$ cat config.mk
export PLATFORM = sky130hd
export DESIGN_NAME = instruction_fetch_cache
export DESIGN_NICKNAME = d
export VERILOG_FILES = /design/src/rtl/instruction_fetch_cache.sv
export SDC_FILE = /design/constraint.sdc
export NUM_CORES = 1
export LEC_CHECK = 0
export CAP_MARGIN = 20
export CORE_MARGIN = 2
export CORE_UTILIZATION = 60
export DETAILED_ROUTE_END_ITERATION = 12
export GPL_TIMING_DRIVEN = 1
export PLACE_DENSITY = 0.82
export SYNTH_ARGS = -nofsm -noshare
export SYNTH_HDL_FRONTEND = slang
export SYNTH_SLANG_ARGS = --single-unit
$ cat constraint.sdc
create_clock -name clk -period 21.6 [get_ports clk]
set_input_delay 4.32 -clock clk [delete_from_list [all_inputs] [get_ports clk]]
set_output_delay 4.32 -clock clk [all_outputs]
set_load 0.01 [all_outputs]
$ cat src/rtl/instruction_fetch_cache.sv
// Direct-mapped read-only instruction cache: zero-latency hit, one 4-word line refill per miss (IDLE/MISS/FILL).
// Define ICACHE_STATS_EN to add the HitCount/MissCount outputs.
module instruction_fetch_cache #(
  parameter int WORD_SIZE       = 32,
  parameter int LINE_WORDS      = 4,
  parameter int CACHE_LINE_SIZE = WORD_SIZE * LINE_WORDS,
  parameter int NUM_LINES       = 4
) (
  input  logic                       clk,
  input  logic                       rst,
  input  logic [WORD_SIZE-1:0]       PC,
  input  logic                       ReqValid,
  input  logic                       Flush,
  output logic [WORD_SIZE-1:0]       Instr,
  output logic                       Hit,
  output logic                       Stall,
  output logic                       MemRead,
  output logic [WORD_SIZE-1:0]       MemPC,
  input  logic                       MemReady,
  input  logic [CACHE_LINE_SIZE-1:0] MemLine
`ifdef ICACHE_STATS_EN
  ,
  output logic [31:0]                HitCount,
  output logic [31:0]                MissCount
`endif
);

  localparam int IDX_W = $clog2(NUM_LINES);
  localparam int TAG_W = WORD_SIZE - 4 - IDX_W;

  typedef enum logic [1:0] {IDLE, MISS, FILL} state_t;

  state_t                     r_state;
  logic [CACHE_LINE_SIZE-1:0] r_data [NUM_LINES];
  logic [TAG_W-1:0]           r_tag  [NUM_LINES];
  logic [NUM_LINES-1:0]       r_valid;
  logic                       r_mem_read;
  logic [WORD_SIZE-1:0]       r_mem_pc;
`ifdef ICACHE_STATS_EN
  logic [31:0]                r_hit_cnt;
  logic [31:0]                r_miss_cnt;
`endif

  logic [IDX_W-1:0]           w_idx;
  logic [IDX_W-1:0]           w_fill_idx;
  logic [TAG_W-1:0]           w_tag;
  logic [TAG_W-1:0]           w_fill_tag;
  logic [1:0]                 w_off;
  logic [CACHE_LINE_SIZE-1:0] w_line;
  logic [WORD_SIZE-1:0]       w_word;
  logic [NUM_LINES-1:0]       w_fill_mask;
  logic                       w_hit;

  assign w_idx       = PC[4 +: IDX_W];
  assign w_tag       = PC[WORD_SIZE-1 -: TAG_W];
  assign w_off       = PC[3:2];
  assign w_fill_idx  = r_mem_pc[4 +: IDX_W];
  assign w_fill_tag  = r_mem_pc[WORD_SIZE-1 -: TAG_W];
  assign w_fill_mask = NUM_LINES'(1) << w_fill_idx;
  assign w_line      = r_data[w_idx];

  always_comb begin
    w_word = '0;
    for (int i = 0; i < LINE_WORDS; i++) begin
      if (32'(w_off) == i) w_word = w_line[i*WORD_SIZE +: WORD_SIZE];
    end
  end

  // Gating with rst keeps Hit/Stall low for the whole asynchronous reset window.
  assign w_hit   = rst && (r_state == IDLE) && ReqValid && !Flush &&
                   r_valid[w_idx] && (r_tag[w_idx] == w_tag);
  assign Hit     = w_hit;
  assign Instr   = w_hit ? w_word : '0;
  assign Stall   = rst && ReqValid && !w_hit;
  assign MemRead = r_mem_read;
  assign MemPC   = r_mem_pc;
`ifdef ICACHE_STATS_EN
  assign HitCount  = r_hit_cnt;
  assign MissCount = r_miss_cnt;
`endif

  // Line data and tag are captured on the edge where MemReady is sampled in MISS.
  always_ff @(posedge clk) begin
    if (r_state == MISS && MemReady) begin
      r_data[w_fill_idx] <= MemLine;
      r_tag[w_fill_idx]  <= w_fill_tag;
    end
  end

  always_ff @(posedge clk or negedge rst) begin
    if (!rst) begin
      r_state    <= IDLE;
      r_valid    <= '0;
      r_mem_read <= 1'b0;
      r_mem_pc   <= '0;
`ifdef ICACHE_STATS_EN
      r_hit_cnt  <= '0;
      r_miss_cnt <= '0;
`endif
    end else begin
`ifdef ICACHE_STATS_EN
      if (w_hit) r_hit_cnt <= r_hit_cnt + 32'd1;
`endif
      case (r_state)
        IDLE: begin
          if (Flush) r_valid <= '0;
          if (ReqValid && !w_hit) begin
            r_mem_pc   <= {PC[WORD_SIZE-1:4], 4'b0000};
            r_mem_read <= 1'b1;
            r_state    <= MISS;
`ifdef ICACHE_STATS_EN
            r_miss_cnt <= r_miss_cnt + 32'd1;
`endif
          end
        end
        MISS: begin
          if (MemReady) begin
            r_valid    <= (Flush ? '0 : r_valid) | w_fill_mask;
            r_mem_read <= 1'b0;
            r_state    <= FILL;
          end else if (Flush) begin
            r_valid <= '0;
          end
        end
        FILL: begin
          // The line being installed survives a Flush in this cycle.
          if (Flush) r_valid <= w_fill_mask;
          r_state <= IDLE;
        end
        default: r_state <= IDLE;
      endcase
    end
  end

endmodule

* Yosys cells after proc, flatten, opt, wreduce, memory -nomap -nowiden
Memories as Yosys holds them, arrays and structs flattened.
Cells that the tools add are included.
** Word-level totals
- Output and inout port bits :: 67
- Bits in registers :: 35
- Memories :: 2
- RAM bits :: 616
- Input port bits :: 165
** Operators by class
- Bitwise gates (word level) :: 1
- Shifts and indexed selects :: 1
- Magnitude comparators :: 1
- Reduce and logical (&&, ||, !) cells :: 19
- Eq/ne operators :: 9
- Muxes and demuxes :: 19
** Memory list
- r_data :: depth 4, bits a word 128, read ports 1, clocked after memory_dff 0, wr ports 1, RTL line 34 : logic [CACHE_LINE_SIZE-1:0] r_data [NUM_LINES];
- r_tag :: depth 4, bits a word 26, read ports 1, clocked after memory_dff 0, wr ports 1, RTL line 35 : logic [TAG_W-1:0] r_tag [NUM_LINES];
** Operators by type and width (number)
- 32-bit 2-to-1 mux :: 5
- 26-bit equality test :: 1
- 4-bit 2-to-1 mux :: 3
- 4-bit case mux with 3 select lines :: 1
- 1-bit logical AND :: 9
- 2-bit equality test, second input constant :: 3
- 2-bit AND reduction :: 3
- 1-bit 2-to-1 mux :: 5
- 2-bit by 1-bit equality test with 1-bit output, second input constant :: 2
- 2-bit logical NOT :: 2
- 2-bit 2-to-1 mux :: 2
- 2-bit != test, second input constant :: 2
- 4-bit bitwise OR :: 1
- 2-bit case mux with 2 select lines :: 1
- 1-bit by 2-bit left shift with 4-bit output, first input constant :: 1
- 2-bit by 3-bit less-than comparator with 1-bit output, second input constant :: 1
- 3-bit AND reduction :: 1
- 3-bit nonzero test :: 1
- 1-bit binary-select mux with 2-bit select :: 1
- 1-bit logical NOT :: 2
- 2-bit by 1-bit != test with 1-bit output, second input constant :: 1
- 1-bit case mux with 2 select lines :: 1
- 2-bit nonzero test :: 1

* Longest topological paths before layout
- Word-level depth :: 10
- Gate-level depth with buffers :: 13

* Worst setup path after synthesis
Ideal clock, no wire load.
- Path type :: input port to flip-flop
- Start :: input port MemReady
- End :: memory r_data[0][0] (netlist name), enable pin
- Path buffers :: 0
- Required time :: 20.744 ns
- Slack :: 5.927 ns
- Arrival :: 14.817 ns
- Cell stages on the path :: 2
- Path through :: nand2_1 > nor3_1
** Between the ends
- Word-level cells in the longest chain between the ends :: 3
** Ends and longest elaborated chain
- start: declaration :: RTL line 19 : input logic MemReady,
- 1-bit logical AND :: RTL line 84 : if (r_state == MISS && MemReady) begin
- 1-bit 2-to-1 mux :: RTL line 84
- 1-bit 2-to-1 mux (implied by the code) :: RTL line 85 : r_data[w_fill_idx] <= MemLine;
- end: declaration :: RTL line 34
No other way between the ends.

* Worst setup path in the final report
- Start :: input port PC[4]
- End :: output port Instr[18]
** Between the ends
- Word-level cells in the longest chain between the ends :: 6
** Ends and longest elaborated chain
- start: declaration :: RTL line 11 : input logic [WORD_SIZE-1:0] PC,
- memory read 4 x 128 bit
- 32-bit 2-to-1 mux (4 in series) :: RTL line 65 : if (32'(w_off) == i) w_word = w_line[i*WORD_SIZE +: WORD_SIZE];
- 32-bit 2-to-1 mux * :: RTL line 73 : assign Instr = w_hit ? w_word : '0;
- end: declaration :: RTL line 14 : output logic [WORD_SIZE-1:0] Instr,
Every way passes the cells marked *; elsewhere a longest branch is shown, timed or not. The select of a mux whose other input is x is not followed.

==> load_flow_metrics.sql <==
INSERT INTO impl_metrics (metric_group, metric, value, unit) VALUES
('sta', 'max_clock_freq', '73.6', 'MHz'),
('critical_path', 'timing_worst_setup_path_type', 'primary input to output port', ''),
('placed_design', 'rd_place_congestion', '0.775', ''),
('power_and_ir_drop', 'power_report.internal_total', '2.37', 'mW'),
('critical_path', 'crit_path_start', 'PC[4]', ''),
('layout', 'most_common_library_cell_in_the_layout_ignoring_fill_and_taps', 'edfxtp_1', ''),
('clock_tree', 'htree_num_levels', '3', ''),
('critical_path', 'worst_ep_arrival_time', '9.26', 'ns'),
('synth', 'seq_cells_post_synth', '651', ''),
('placed_design', 'place.detailed.hpwl', '27900', 'µm'),
('layout', 'post_route_cells_drive_above_1_share', '23.2', '%'),
('layout', 'finish.utilization', '72.0', '%'),
('sta', 'min_period', '13.58', 'ns'),
('critical_path', 'timing.critical_path.fanout_max', '69', ''),
('sta', 'postLayoutSetupSlackWorst', '8.02', 'ns'),
('clock_tree', 'numClockSinks', '651', ''),
('synth', 'synthCells', '1086', ''),
('grt', 'global_route_wire_length_before_repair', '74800', 'µm'),
('power_and_ir_drop', 'power.switching', '721', 'µW'),
('status', 'outcome', 'finished clean', ''),
('synth', 'seq_area_frac_synth', '76.6', '%'),
('synth', 'async_reset_ff_share', '5.38', '%'),
('detailed_routing', 'drt_first_pass_iters', '5', ''),
('synth', 'post_synth_edffs', '616', ''),
('power_and_ir_drop', 'switching_share', '23.3', '%'),
('grt', 'globalRouteOverflowTotal', '0', ''),
('sta', 'clock-skew-final', '0.0152', 'ns'),
('synth', 'mean_cell_area_of_the_mapped_netlist', '23.3', 'µm²'),
('floorplanning', 'floorplan.die_area', '43800', 'µm²'),
('detailed_routing', 'route.met3.wl', '3120', 'µm'),
('sta', 'final_hold_fails', '0', ''),
('detailed_routing', 'dr_vias', '11800', ''),
('detailed_routing', 'met2RoutedLength', '24900', 'µm'),
('synth', 'netlist-cell-type-count', '51', ''),
('min_path', 'worst_hold_startpoint', 'r_valid[3]', ''),
('min_path', 'worst_hold_path_type', 'flop to flop', ''),
('detailed_routing', 'drc', '0', ''),
('clock_tree', 'cts-buffers-inserted', '66', ''),
('sta', 'timing_max_transition_violations_final', '0', ''),
('floorplanning', 'placementRows', '75', ''),
('synth', 'synth-warning-count', '0', ''),
('detailed_routing', 'top_layer_used', 'met5', ''),
('clock_tree', 'clockRootBuffer', 'clkbuf_16', ''),
('clock_tree', 'postCtsSetupBuffers', '0', ''),
('sta', 'tns', '0', 'ns'),
('min_path', 'terminating_pin_of_the_worst_hold_path', 'r_valid[3]', ''),
('critical_path', 'r2r.worst_path.cells', '8', ''),
('placed_design', 'io_buffer_count', '225', ''),
('layout', 'multi_input_comb_area', '5640', 'µm²'),
('detailed_routing', 'routedLengthMet1', '20100', 'µm'),
('sta', 'finalHoldWorstSlack', '0.478', 'ns'),
('sta', 'timing.slew.headroom', '31.9', '%'),
('layout', 'layout.area.seq', '19400', 'µm²'),
('clock_tree', 'tritoncts_clock_tree', 'done', ''),
('power_and_ir_drop', 'worst_case_vdd_ir_drop', '80.6', 'µV'),
('min_path', 'whs_path_depth', '2', ''),
('power_and_ir_drop', 'p_leak', '9.77', 'nW'),
('synth', 'synth_flop_cell', 'edfxtp_1', ''),
('sta', 'setup_viol', '0', ''),
('grt', 'antenna_found_initial', '7', ''),
('clock_tree', 'cts-resized-gates', '0', ''),
('detailed_routing', 'drt_wl_total', '49200', 'µm'),
('floorplanning', 'initial_utilization', '60.5', '%'),
('grt', 'grt_pass1_vias', '12300', ''),
('detailed_routing', 'drt_iter0_drc', '1052', ''),
('critical_path', 'critPathLaunchType', 'primary input', ''),
('clock_tree', 'cts_hold_buf', '0', ''),
('sta', 'final.period_utilization', '62.9', '%'),
('run', 'maxCapViolations', '0', ''),
('layout', 'fillerInstances', '2370', ''),
('floorplanning', 'die_h', '209', 'µm');
## power groups by stage
stage	Clock, mW	Combinational (mW)	Sequential (mW)
finish	1.04	0.408	1.64
global route	1.11	0.435	1.66
CTS	1.07	0.416	1.64
detailed placement	0	0.414	1.67
global placement	0	0.407	1.65
floorplan	0	0.229	1.69
## area by class of cell
cell class              count  area share (%)
well taps                 539            2.24
multi-input cells         378            18.8
clock buffers              83            5.74
inverters                   7          0.0873
clock inverters            32           0.794
diodes                      4          0.0333
flip-flops and latches    651            64.4
repair buffers            244            7.95
## sequential cells by signal, indices dropped and copies added, names as in the netlist
| register | cells |
|---|---|
| MemRead | 1 |
| r_tag | 104 |
| r_state | 2 |
| MemPC | 28 |
| r_data | 512 |
| r_valid | 4 |
## metal layers
metal,global-route usage (%),vias to the layer above
met3,4.89,82
met1,32.5,6180
met2,37.3,401
met4,7.27,6
met5,0,-
li1,-,5119
## kinds of logic (layout without fill, tap and decap cells)
group / count (synthesis) / count (layout) / synth area share [%]
AO/OA/AOI/OAI: 33 / 33 / 0.945
XOR/XNOR: 25 / 25 / 0.866
adder cells (fa/ha/maj): 4 / 4 / 0.198
buffers and inverters: 60 / 366 / 1.19
flip-flops: 651 / 651 / 76.6
multiplexers: 231 / 231 / 18.3
other: 1 / 8 / 0.0148
AND/OR/NAND/NOR: 81 / 81 / 1.85
## cell usage after synthesis (3+ instances only)
master,instances,area (µm²)
a21oi_1,4,20.0
mux4_1,3,78.8
mux4_2,172,3870
buf_4,6,45.0
or4_1,3,22.5
mux2_2,9,101
nor2_1,10,37.5
mux2_4,20,300
nor2b_1,33,206
clkbuf_1,19,71.3
edfxtp_1,616,18500
nand2_1,13,48.8
o21bai_1,3,22.5
xnor2_1,24,210
inv_1,7,26.3
nand4_1,7,43.8
nand2b_1,4,25.0
buf_2,5,25.0
ha_1,4,50.1
mux2i_1,27,270
o21ai_0,7,35.0
buf_1,19,71.3
dfrtp_1,35,876
## per-stage QoR
stage	instance area, µm²	power (mW)	std cells
6_report	30100	3.09	1938
3_3_place_gp	28100	2.06	1819
3_5_place_dp	28100	2.08	1819
5_1_grt	30100	3.21	1935
4_1_cts	30100	3.13	1934
2_1_floorplan	25300	1.92	1089
## how the worst max path moves through the flow
stage	to	slack (ns)	depth (start not counted)
6_report	Instr[18]	8.02	10
4_1_cts	Instr[18]	7.93	10
2_1_floorplan	r_data[0][0]	5.93	2
5_1_grt	Instr[28]	7.67	10
3_5_place_dp	Instr[18]	7.96	10
3_3_place_gp	Instr[18]	8.00	10
## critical path, stage by stage
cell             delay (ns)
buf_8                  0.47
buf_4                  0.90
mux4_1                 0.67
xnor2_1                0.22
nand4_1                0.19
or3_1                  0.40
or4_2                  0.64
buf_4                  0.35
nor2b_1                0.33
clkdlybuf4s50_1        0.60
Note: power is estimated with default switching activity, not from simulation.
